`config.mk`:
```
export PLATFORM = sky130hd
export DESIGN_NAME = cam_frame_grab_ctrl
export DESIGN_NICKNAME = d
export VERILOG_FILES = /design/src/rtl/cam_pkg.sv /design/src/rtl/cam_frame_grab_ctrl_crop_addr_gen.sv /design/src/rtl/cam_frame_grab_ctrl.sv
export SDC_FILE = /design/constraint.sdc
export NUM_CORES = 1
export LEC_CHECK = 0
export CELL_PAD_IN_SITES_DETAIL_PLACEMENT = 0
export CELL_PAD_IN_SITES_GLOBAL_PLACEMENT = 1
export CORE_ASPECT_RATIO = 0.8
export CORE_MARGIN = 10
export CORE_UTILIZATION = 30
export DETAILED_ROUTE_END_ITERATION = 6
export GPL_ROUTABILITY_DRIVEN = 0
export PLACE_DENSITY = 0.6
export SLEW_MARGIN = 20
export SYNTH_ARGS = -nofsm -noshare
export SYNTH_HDL_FRONTEND = slang
export SYNTH_SLANG_ARGS = --single-unit
export TNS_END_PERCENT = 20
```
`constraint.sdc`:
```
create_clock -name clk -period 5.7 [get_ports clk]
set_input_delay 0.57 -clock clk [delete_from_list [all_inputs] [get_ports clk]]
set_output_delay 0.57 -clock clk [all_outputs]
set_load 0.005 [all_outputs]
```
`src/rtl/cam_pkg.sv`:
```
// Shared types for the camera frame-grab controller: FSM states, pixel type and
// window-size helpers.
package cam_pkg;

  typedef enum logic [2:0] {
    IDLE,
    ARM,
    SYNC,
    CAPTURE,
    END
  } state_t;

  typedef logic [15:0] rgb565_t;

  localparam int unsigned WIN_W_DEF = 128;
  localparam int unsigned WIN_H_DEF = 128;
  localparam int unsigned WIN_PIX   = WIN_W_DEF * WIN_H_DEF;

  function automatic int unsigned win_pix(input int unsigned w, input int unsigned h);
    return w * h;
  endfunction

endpackage

```
`src/rtl/cam_frame_grab_ctrl_crop_addr_gen.sv`:
```
// Source x/y position tracking, crop-window test and linear offset counter for
// the pixels that land inside the capture window.
module crop_addr_gen
  import cam_pkg::*;
#(
  parameter int unsigned SRC_W = 1024,
  parameter int unsigned SRC_H = 768,
  parameter int unsigned X0    = 448,
  parameter int unsigned Y0    = 320,
  parameter int unsigned WIN_W = 128,
  parameter int unsigned WIN_H = 128,
  parameter int unsigned AW    = 15
) (
  input  logic          clk,
  input  logic          rst_n,
  input  logic          clr,
  input  logic          pix_en,
  output logic          in_win,
  output logic [AW-1:0] offset
);

  localparam int unsigned XW = $clog2(SRC_W);
  localparam int unsigned YW = $clog2(SRC_H + 1);
  localparam logic [XW-1:0] X_LAST   = XW'(SRC_W - 1);
  localparam logic [YW-1:0] Y_END    = YW'(SRC_H);
  localparam logic [XW:0]   X_LO     = (XW+1)'(X0);
  localparam logic [XW:0]   X_HI     = (XW+1)'(X0 + WIN_W);
  localparam logic [YW:0]   Y_LO     = (YW+1)'(Y0);
  localparam logic [YW:0]   Y_HI     = (YW+1)'(Y0 + WIN_H);
  localparam logic [AW-1:0] OFF_FULL = AW'(win_pix(WIN_W, WIN_H));

  logic [XW-1:0] x_q, x_d;
  logic [YW-1:0] y_q, y_d;
  logic [AW-1:0] off_q, off_d;
  logic          y_act;
  logic          x_hit;
  logic          y_hit;

  always_comb begin
    // Lines past the source height are dropped and y stays parked at SRC_H.
    y_act  = (y_q < Y_END);
    x_hit  = ({1'b0, x_q} >= X_LO) && ({1'b0, x_q} < X_HI);
    y_hit  = ({1'b0, y_q} >= Y_LO) && ({1'b0, y_q} < Y_HI);
    in_win = pix_en && y_act && x_hit && y_hit && (off_q != OFF_FULL);
    x_d    = x_q;
    y_d    = y_q;
    off_d  = off_q;
    if (clr) begin
      x_d   = '0;
      y_d   = '0;
      off_d = '0;
    end else if (pix_en && y_act) begin
      if (x_q == X_LAST) begin
        x_d = '0;
        y_d = y_q + YW'(1);
      end else begin
        x_d = x_q + XW'(1);
      end
      if (in_win) off_d = off_q + AW'(1);
    end
  end

  always_ff @(posedge clk or negedge rst_n) begin
    if (!rst_n) begin
      x_q   <= '0;
      y_q   <= '0;
      off_q <= '0;
    end else begin
      x_q   <= x_d;
      y_q   <= y_d;
      off_q <= off_d;
    end
  end

  assign offset = off_q;

endmodule

```
`src/rtl/cam_frame_grab_ctrl.sv`:
```
// Capture sequencer: crops the CMOS pixel stream into a double-buffered frame RAM
// and hands completed banks to the CNN consumer via a ready/release handshake.
module cam_frame_grab_ctrl
  import cam_pkg::*;
#(
  parameter int unsigned SRC_W = 1024,
  parameter int unsigned SRC_H = 768,
  parameter int unsigned X0    = 448,
  parameter int unsigned Y0    = 320,
  parameter int unsigned WIN_W = 128,
  parameter int unsigned WIN_H = 128,
  parameter int unsigned AW    = 15
) (
  input  logic          clk,
  input  logic          rst_n,
  input  logic          start,
  input  logic          cont_en,
  input  logic          pix_we,
  input  logic [15:0]   pix_data,
  input  logic          frame_valid,
  output logic          ram_we,
  output logic [AW-1:0] ram_addr,
  output logic [15:0]   ram_wdata,
  output logic          buf_ready,
  output logic          buf_sel,
  input  logic          buf_release,
  output logic          busy,
  output logic          frame_drop,
  output logic          err_short,
  output logic [7:0]    frame_cnt
);

  localparam logic [AW-1:0] OFF_FULL = AW'(win_pix(WIN_W, WIN_H));

  state_t        state_q, state_d;
  logic          fv_q, fv_d;
  logic          wr_bank_q, wr_bank_d;
  logic          buf_ready_q, buf_ready_d;
  logic          buf_sel_q, buf_sel_d;
  logic [7:0]    frame_cnt_q, frame_cnt_d;
  logic          frame_drop_q, frame_drop_d;
  logic          err_short_q, err_short_d;
  logic          ram_we_q, ram_we_d;
  logic [AW-1:0] ram_addr_q, ram_addr_d;
  rgb565_t       ram_wdata_q, ram_wdata_d;
  logic          busy_q, busy_d;

  logic          pix_en;
  logic          clr;
  logic          in_win;
  logic [AW-1:0] offset;
  logic          ready_after;

  assign pix_en = pix_we && frame_valid && (state_q == CAPTURE);
  assign clr    = (state_q == SYNC);

  crop_addr_gen #(
    .SRC_W(SRC_W),
    .SRC_H(SRC_H),
    .X0   (X0),
    .Y0   (Y0),
    .WIN_W(WIN_W),
    .WIN_H(WIN_H),
    .AW   (AW)
  ) u_crop (
    .clk   (clk),
    .rst_n (rst_n),
    .clr   (clr),
    .pix_en(pix_en),
    .in_win(in_win),
    .offset(offset)
  );

  always_comb begin
    state_d      = state_q;
    fv_d         = frame_valid;
    wr_bank_d    = wr_bank_q;
    buf_sel_d    = buf_sel_q;
    frame_cnt_d  = frame_cnt_q;
    frame_drop_d = 1'b0;
    err_short_d  = 1'b0;
    ram_we_d     = in_win;
    ram_addr_d   = ram_addr_q;
    ram_wdata_d  = ram_wdata_q;
    // A release is honoured before the END decision, so a coincident publish
    // sees the consumer's bank as already returned.
    ready_after  = buf_ready_q && !buf_release;
    buf_ready_d  = ready_after;

    if (in_win) begin
      ram_addr_d  = wr_bank_q ? (OFF_FULL + offset) : offset;
      ram_wdata_d = pix_data;
    end

    unique case (state_q)
      IDLE:    if (start) state_d = ARM;
      ARM:     if (!frame_valid) state_d = SYNC;
      SYNC:    if (frame_valid && !fv_q) state_d = CAPTURE;
      CAPTURE: if (!frame_valid && fv_q) state_d = END;
      END: begin
        state_d = cont_en ? ARM : IDLE;
        if (offset != OFF_FULL) begin
          err_short_d = 1'b1;
        end else if (!ready_after) begin
          buf_ready_d = 1'b1;
          buf_sel_d   = wr_bank_q;
          wr_bank_d   = !wr_bank_q;
          frame_cnt_d = frame_cnt_q + 8'd1;
        end else begin
          frame_drop_d = 1'b1;
        end
      end
      default: state_d = IDLE;
    endcase

    busy_d = (state_d != IDLE);
  end

  always_ff @(posedge clk or negedge rst_n) begin
    if (!rst_n) begin
      state_q      <= IDLE;
      fv_q         <= 1'b0;
      wr_bank_q    <= 1'b0;
      buf_ready_q  <= 1'b0;
      buf_sel_q    <= 1'b0;
      frame_cnt_q  <= '0;
      frame_drop_q <= 1'b0;
      err_short_q  <= 1'b0;
      ram_we_q     <= 1'b0;
      ram_addr_q   <= '0;
      ram_wdata_q  <= '0;
      busy_q       <= 1'b0;
    end else begin
      state_q      <= state_d;
      fv_q         <= fv_d;
      wr_bank_q    <= wr_bank_d;
      buf_ready_q  <= buf_ready_d;
      buf_sel_q    <= buf_sel_d;
      frame_cnt_q  <= frame_cnt_d;
      frame_drop_q <= frame_drop_d;
      err_short_q  <= err_short_d;
      ram_we_q     <= ram_we_d;
      ram_addr_q   <= ram_addr_d;
      ram_wdata_q  <= ram_wdata_d;
      busy_q       <= busy_d;
    end
  end

  assign ram_we     = ram_we_q;
  assign ram_addr   = ram_addr_q;
  assign ram_wdata  = ram_wdata_q;
  assign buf_ready  = buf_ready_q;
  assign buf_sel    = buf_sel_q;
  assign busy       = busy_q;
  assign frame_drop = frame_drop_q;
  assign err_short  = err_short_q;
  assign frame_cnt  = frame_cnt_q;

endmodule

```
=== After elaboration in Yosys (flattened, before gate mapping) ===
Cells that the tools add are included.

* Flip-flop bits (word level): 85
* Bits in writable memories: 0
* Memory bits (read-only): 0
* Word-level logic and storage cells: 79
* Memories kept: 0
* Latch bits: 0

* Add/subtract/negate cells: 5
* Divide/modulo/power cells: 0
* Mux-type cells: 23
* Eq/ne operators: 6
* Reductions and logical operators: 23
* Bitwise operators: 2
* Magnitude comparators: 5
* Shift-type cells: 0
* Multipliers: 0

{| class="wikitable"
|+ Operators with widths
! cell !! number
|-
| $mux W10 || 6
|-
| $mux W15 || 4
|-
| $add A10 B1 Y10 const B || 2
|-
| $ge A10 B9 Y1 const B || 2
|-
| $lt A10 B10 Y1 const B || 2
|-
| $add A15 B1 Y15 const B || 1
|-
| $add A15 B15 Y15 const A || 1
|-
| $ne A15 B15 Y1 const B || 1
|-
| $pmux W3 S5 || 1
|-
| $mux W3 || 4
|-
| $logic_and A1 B1 Y1 || 11
|-
| $eq A10 B10 Y1 const B || 1
|-
| $lt A10 B9 Y1 const B || 1
|-
| $add A8 B1 Y8 const B || 1
|-
| $mux W1 || 8
|-
| $eq A3 B2 Y1 const B || 2
|-
| $reduce_bool A2 Y1 || 3
|-
| $logic_not A1 Y1 || 4
|-
| $reduce_and A2 Y1 || 2
|-
| $eq A3 B1 Y1 const B || 1
|-
| $eq A3 B3 Y1 const B || 1
|-
| $logic_not A3 Y1 || 1
|-
| $reduce_and A3 Y1 || 1
|-
| $reduce_bool A3 Y1 || 1
|-
| $not A1 Y1 || 2
|}

=== Logic depth before layout (Yosys ltp) ===
* Depth in word-level cells: 9
* Gate-level depth with buffers: 8

=== Modules after synthesis ===
From an unflattened synthesis, not the netlist that was laid out.

* Cell total of the unflattened synthesis: 357
* Area total of the unflattened synthesis: 4070.2 sq um

{| class="wikitable"
|+ By module, submodules not included
! module !! cells an instance !! sequential area each (sq um) !! area each (sq um) !! instances
|-
| cam_frame_grab_ctrl || 143 || 1251.2 || 2055.7 || 1
|-
| crop_addr_gen || 214 || 875.8 || 2014.4 || 1
|}

=== Worst setup path after synthesis ===
OpenSTA, ideal clock, no wires.

* Path type: input -> register
* Start: input pix_we
* End: register ram_addr_q[10] (netlist: ram_addr[10])
* Setup time: 0.125 ns
* Path buffers: 1
* Path slack: 3.630 ns
* Cell stages on the path: 5
* Data arrival time: 1.946 ns
* Cells stage by stage: a21boi_1 nand4_4 nor3_4 buf_6 mux2_2

* Cells in the longest elaborated chain, start to end: 6

{| class="wikitable"
|+ Ends and longest elaborated chain
! item !! RTL line !! source
|-
| start: declaration || cam_frame_grab_ctrl.sv:18 || <nowiki>input logic pix_we,</nowiki>
|-
| $logic_and A1 B1 Y1 (2 in a row) || cam_frame_grab_ctrl.sv:54 || <nowiki>assign pix_en = pix_we && frame_valid && (state_q == CAPTURE);</nowiki>
|-
| $logic_and A1 B1 Y1 (4 in a row) || cam_frame_grab_ctrl_crop_addr_gen.sv:44 || <nowiki>in_win = pix_en && y_act && x_hit && y_hit && (off_q != OFF_FULL);</nowiki>
|-
| via in_win || cam_frame_grab_ctrl.sv:50 || <nowiki>logic in_win;</nowiki>
|-
| end signal: assignment || cam_frame_grab_ctrl.sv:143 || <nowiki>ram_addr_q <= ram_addr_d;</nowiki>
|-
| end: declaration || cam_frame_grab_ctrl.sv:44 || <nowiki>logic [AW-1:0] ram_addr_q, ram_addr_d;</nowiki>
|}

The timed path passes the listed nets, and every way through them passes these cells.
A chain may end at the register's enable or synchronous reset.

=== Worst setup path in the final report ===
* Start: input pix_we
* End: register ram_wdata_q[10] (netlist: ram_wdata[10])

* Cells in the longest elaborated chain, start to end: 6

{| class="wikitable"
|+ Ends and longest elaborated chain
! item !! RTL line !! source
|-
| $logic_and A1 B1 Y1 (2 in a row) || cam_frame_grab_ctrl.sv:54 ||
|-
| $logic_and A1 B1 Y1 (4 in a row) || cam_frame_grab_ctrl_crop_addr_gen.sv:44 ||
|-
| end signal: assignment || cam_frame_grab_ctrl.sv:144 || <nowiki>ram_wdata_q <= ram_wdata_d;</nowiki>
|-
| end: declaration || cam_frame_grab_ctrl.sv:45 || <nowiki>rgb565_t ram_wdata_q, ram_wdata_d;</nowiki>
|}

Every way passes these cells.

==> results.json <==
{
  "cp.required_ns": 5.93,
  "drt-pass1-iter-count": 4,
  "numPlacedInstances": 603,
  "synth_commonest_cells": "85 x dfrtp_1, 38 x nand2_1, 27 x mux2_2",
  "insertion_delay_ns": 0.35,
  "p_leak_nw": 2.275,
  "viasPerCell": 5.010,
  "finalHoldViolations": 0,
  "post_cts_buffers": 0,
  "core.rowCount": 38,
  "drive_above_1_share_pct": 15.95,
  "fin_crit_sh_pct": 45.74,
  "antenna_found_initial": 0,
  "start_kind": "input port",
  "dieArea_sq_um": 18960,
  "design_area_sq_um": 5289,
  "multiInputGateArea_sq_um": 1898,
  "clock_skew_ns": 0.006070,
  "yosysSeqAreaShare_pct": 51.27,
  "placed_cell_area_sq_um": 4967,
  "diodes": 0,
  "start_util_pct": 30.62,
  "core-area_sq_um": 13550,
  "regArea_sq_um": 2127,
  "clockRootBuffer": "clkbuf_16",
  "cts.sinks": 85,
  "overflow": 0,
  "synth_edf_count": 0,
  "grt_max_degree": 61,
  "ctsHtreeMaxLevel": 3,
  "yosysMostFrequentCell": "dfrtp_1",
  "grt_use_total_pct": 10.85,
  "async_reset_ff_share_pct": 100.0,
  "cts_max_path_buffers": 2,
  "wirelength_mm": 9.919,
  "wl_per_cell_um": 16.02,
  "finalCriticalPeriod_ns": 2.607,
  "die_w_um": 151.5,
  "synth_top_area_share_pct": 51.27,
  "synth_top_area_cell": "dfrtp_1",
  "pin_count": 68,
  "final_cells": 619,
  "grt_pass1_wl_mm": 16.58,
  "io_buffers": 67,
  "cpPeakStageDelay_ns": 0.46,
  "ys_top_cells_by_area": "dfrtp_1 51%, mux2_2 7.3%, mux2i_1 3.9%, nand2_1 3.4%, xor2_1 2.5%",
  "endpoint_kind": "register",
  "power.density_nw_per_um2": 287.7,
  "syn_inst": 373,
  "ctsHoldBuffers": 0,
  "num-fill-cells": 1315,
  "fmax_mhz": 383.6,
  "drt_iter0_drc": 188,
  "fin_ws_ns": 3.093,
  "fin_setup_tns_ns": 0,
  "antenna_left": 0,
  "synth_area_per_cell_sq_um": 11.12,
  "die_h_um": 125.2,
  "crit_arrival_ns": 2.83,
  "synthToLayoutAreaGrowth_pct": 27.47,
  "num_vias": 3101,
  "cts_tree": "done",
  "min_path_type": "input port to asynchronous set/reset pin",
  "path_clk_slew_ns": 0.06,
  "ir_worst_vdd_mv": 0.1508,
  "status": "completed",
  "pre_cts_ws_ns": 2.697,
  "slowest_stage": "clkdlybuf4s50_1",
  "max_cap_violations": 0,
  "yosysUniqueCellTypes": 51,
  "tightestPinTransition_ns": 0.8022,
  "fin_nets": 463,
  "ys.flop_type": "dfrtp_1",
  "path_cells": "clkdlybuf4s50_1, a21boi_1, nand4_4, nor3_4, buf_4, mux2_2",
  "max_slew_margin_pct": 46.52,
  "route.detailed.drc": 0,
  "grt_pass1_vias": 3111,
  "setup_violations": 0,
  "grt_setup_unrepaired": "no",
  "critical_path_class": "input port to register",
  "syn_area_sq_um": 4149,
  "cts_resized": 0,
  "drv_slew": 0,
  "synth_nets": 402,
  "numCtsBuffers": 9,
  "ys_seq_elements": 85,
  "cp_max_fo": 34,
  "hpwl_mm": 6.625,
  "yosys_warnings": 0
}
## through the flow
stage / util [%] / hold slack (ns) / total power (W)
floorplan: - / 0.2744 / 0.0008244
global placement: 36.66 / 0.4619 / 0.0009146
detailed placement: 36.66 / 0.4550 / 0.0009191
CTS: 39.03 / 0.1290 / 0.001553
global route: 39.03 / 0.1376 / 0.001607
finish: 39.03 / 0.1277 / 0.001522
## power breakdown
part | leakage [nW] | switching (W) | internal (W)
sequential | 1.17 | 0.0000288 | 0.000623
clock | 0.155 | 0.000245 | 0.000377
combinational | 0.946 | 0.000145 | 0.000103
total | 2.27 | 0.000418 | 0.00110
## cell type report
cell class | instances | area share, %
Clock buffer | 12 | 5.039
Clock inverter | 4 | 1.041
Inverter | 7 | 0.4968
Multi-Input combinational cell | 261 | 35.89
Sequential cell | 85 | 40.22
Tap cell | 180 | 4.258
Timing Repair Buffer | 70 | 13.06
## flip-flops by register name, summed over array words and instances, names as in the netlist, 3 cells and up
register / count
u_crop.y_q: 10
u_crop.offset: 15
frame_cnt: 8
ram_wdata: 16
ram_addr: 15
state_q: 3
u_crop.x_q: 10
## cell families after synthesis
family	Yosys count	synth area share, %
flops	85	51.27
fa+ha+maj	6	1.809
xor+xnor	12	2.533
simple gates	153	22.04
mux	49	12.82
compound gates	41	6.273
buf+inv	27	3.257
## critical path: cells and delay by family
family,cells,cell delay (ns)
AO/OA/AOI/OAI,1,0.43
buffers and inverters,2,0.89
multiplexers,1,0.39
AND/OR/NAND/NOR,2,0.53
## routing by layer
metal	routed length, um	up-vias	global-route usage, %
li1	-	1488	-
met1	4936	1525	14.90
met2	4073	76	14.66
met3	764	12	4.722
met4	145	0	3.957
met5	0	-	0
## cell usage in the layout, fill, tap and decap left out, types with 3 or more instances in the layout
cell type        synthesis  routed
nand2_1                 38      38
mux2_1                   6       6
buf_4                    1       4
o31ai_1                  7       7
inv_1                    7       7
and2_1                   6       6
mux2_2                  27      27
a31oi_1                  4       4
ha_1                     6       6
xor2_1                  12      12
and4_1                   5       5
dfrtp_1                 85      85
nand4_1                 11      11
a21oi_1                 15      15
nand3_1                 16      16
and3_1                   5       5
nor4_1                  15      15
or4_1                    7       7
nor3_1                   6       6
nor2_1                   7       7
or3_1                    4       4
clkbuf_16                0       9
o21ai_0                  5       5
clkbuf_8                 0       3
or2_2                   13      13
clkdlybuf4s50_1          0      66
mux2i_1                 16      16
## path summary, 6_finish.rpt
kind,start,end,slack (ns),depth (start not counted)
max reg2reg,u_crop.offset[0]$_DFFE_PN0P_,ram_wdata[10]$_DFFE_PN0P_,3.20,7
max,pix_we,ram_wdata[10]$_DFFE_PN0P_,3.09,6
min in group clk,frame_cnt[7]$_DFFE_PN0P_,frame_cnt[7]$_DFFE_PN0P_,0.47,1
max in group asynchronous,rst_n,ram_addr[6]$_DFFE_PN0P_,4.46,2
min,rst_n,ram_wdata[13]$_DFFE_PN0P_,0.13,1
min reg2reg,frame_cnt[7]$_DFFE_PN0P_,frame_cnt[7]$_DFFE_PN0P_,0.47,1
(Power assumes the default switching activity.)
==> RTL edit (same flow settings) <==
The output `err_short` loses its register stage (`err_short_q` becomes a continuous assignment).
--- a/src/rtl/cam_frame_grab_ctrl.sv
+++ b/src/rtl/cam_frame_grab_ctrl.sv
@@ -125,7 +125,6 @@
       buf_sel_q    <= 1'b0;
       frame_cnt_q  <= '0;
       frame_drop_q <= 1'b0;
-      err_short_q  <= 1'b0;
       ram_we_q     <= 1'b0;
       ram_addr_q   <= '0;
       ram_wdata_q  <= '0;
@@ -138,13 +137,14 @@
       buf_sel_q    <= buf_sel_d;
       frame_cnt_q  <= frame_cnt_d;
       frame_drop_q <= frame_drop_d;
-      err_short_q  <= err_short_d;
       ram_we_q     <= ram_we_d;
       ram_addr_q   <= ram_addr_d;
       ram_wdata_q  <= ram_wdata_d;
       busy_q       <= busy_d;
     end
   end
+
+  assign err_short_q = err_short_d;
 
   assign ram_we     = ram_we_q;
   assign ram_addr   = ram_addr_q;
Function: changed (a bounded check fails within 10 cycles, from zero or initial values and one cycle with rst_n low).
==> RTL edit against the unedited design <==
  * Via count increased by 0.64%
  * Highest routed layer unchanged
  * Sequential share of layout area decreased by 0.093 points
  * Synthesized area decreased by 0.60%
  * Count of clock-buffer cells in the layout decreased by 2
  * Worst setup slack got worse by 0.34 ns
  * Cell area decreased by 0.95%
  * Sequential cell count decreased by 1
  * Largest power group unchanged
  * Power decreased by 2.3%
  * Critical path depth decreased by 2
  * Synthesized cell count decreased by 0.27%
  * Clock skew about the same
  * Largest cell class unchanged
  * Register-to-register slack improved by 0.04 ns
  * Non-clock buffer count unchanged
  * Routed wire length increased by 0.41%
==> RTL edit: results (changes against the unedited design) <==
Run status
The run finished with clean final reports.

Power
The peak supply drop is 155 uV (+3.0%). The switching part of the total is 28.3% (+0.82 points). The power in sequential cells is 642 uW (-2%). The static power due to leakage was 2.25 nW (-1.1%).

Critical path
Following the worst setup path forward leads to its endpoint at err_short. The slack of the worst reg-to-reg path was 3.24 ns (+0.04 ns). The worst reg-to-reg path cell count is 7 (unchanged). The cell type of the slowest stage on the worst timing path is dfrtp_1. The signal arrival time at the worst endpoint came to 2.38 ns (-0.45 ns). In this run the critical register-to-register path is captured at ram_wdata[11]. The critical path startpoint is u_crop.offset[2]. The maximum fanout along the worst path came to 8 (-76%).

GRT
The peak-usage layer in the global routing report is met2. The global-route wire length before repair is 16400 um (-1.1%). The met1 routing resource usage after global routing is 13.8% (-1.1 points).

The maximum number of pins on one net before global-route repair was 47 (-23%). The total track usage is 10.8% (-0.081 points). The via count of the first global-routing pass is 3069 (-1.4%). The met2 routing resource usage after global routing was 16.3% (+1.6 points).

The met3 demand-to-capacity share in global routing is 4.14% (-0.58 points).

Route
The number of vias per cell is 5.05 (+0.81%). The number of DRC violations after detailed-routing iteration 0 was 183 (-2.7%). The wire length on met3 is 596 um (-22%). The length of routed wiring on met1 was 4710 um (-4.5%).

The remaining number of nets flagged by the antenna check after routing came to 0 (unchanged). The routed length per placed instance is 16.1 um (+0.58%). The met2 wire length is 4520 um (+11%).

Cells and area
The fraction of final layout cells sized beyond drive strength 1 is 16.0% (+0.036 points). The net count reported at finish came to 462 (-0.22%). The number of flip-flops in the largest register came to 16 (unchanged). The number of diodes added for antenna fixing was 0 (unchanged). The filler-free cell count of the finished design came to 618 (-0.16%).

Placement
The detailed placer's ending HPWL is 6680 um (+0.85%). The post-placement cell count is 602 (-0.17%).

Logic synthesis
The number of unique standard cell types used by synthesis is 51 (unchanged). The adder-cell share of the synthesized area is 1.82% (+0.011 points). The mux cell area share after synthesis is 12.9% (+0.078 points). The xor/xnor cell area share of the yosys netlist was 2.55% (+0.015 points). The fraction of the mapped netlist area in compound gates is 6.31% (+0.038 points).

The post-synth net total is 401 (-0.25%). The fraction of the yosys area taken by sequential cells came to 51.0% (-0.30 points). The commonest cells after synthesis are 84 x dfrtp_1, 38 x nand2_1, 27 x mux2_2, 16 x mux2i_1, 16 x nand3_1. Ranked by total cell area, the synthesized netlist is headed by dfrtp_1 51%, mux2_2 7.4%, mux2i_1 3.9%. The count of mapped cells out of synthesis was 372 (-0.27%). The share of synthesized registers carrying an async set or reset is 100% (unchanged).

CTS
The post-cts resize count came to 0 (unchanged). The tree is rooted in a clkbuf_16.

Min path
The class of the most critical hold timing path is input port to asynchronous set/reset pin.

STA
The final clock skew came to 0.00652 ns (+0.000454 ns). The worst relative slew slack is 51.2% (+4.7 points).
## RTL edit: metrics by stage
stage | hold slack [ns] | power (mW) | worst slack, ns | utilization, % | cell area [sq um]
2_1_floorplan | 0.274 | 0.817 | 3.63 | - | 4120
6_report | 0.203 | 1.49 | 2.75 | 38.8 | 5240
4_1_cts | 0.225 | 1.51 | 2.70 | 38.8 | 5240
5_1_grt | 0.241 | 1.56 | 2.52 | 38.8 | 5240
3_5_place_dp | 0.460 | 0.905 | 2.70 | 36.6 | 4940
3_3_place_gp | 0.461 | 0.902 | 2.78 | 36.6 | 4940
## RTL edit: layout make-up
type / instances / area [sq um]
Timing Repair Buffer: 70 / 691
Tap cell: 180 / 225
Clock inverter: 6 / 63.8
Multi-Input combinational cell: 261 / 1890
Inverter: 7 / 26.3
Clock buffer: 10 / 239
Fill cell: 1354 / 8260
Sequential cell: 84 / 2100
## RTL edit: critical path: cells and delay by family (launching register included)
family,cells,cell delay [ns]
simple gates,3,1.13
flops,1,0.46
buf+inv,1,0.45
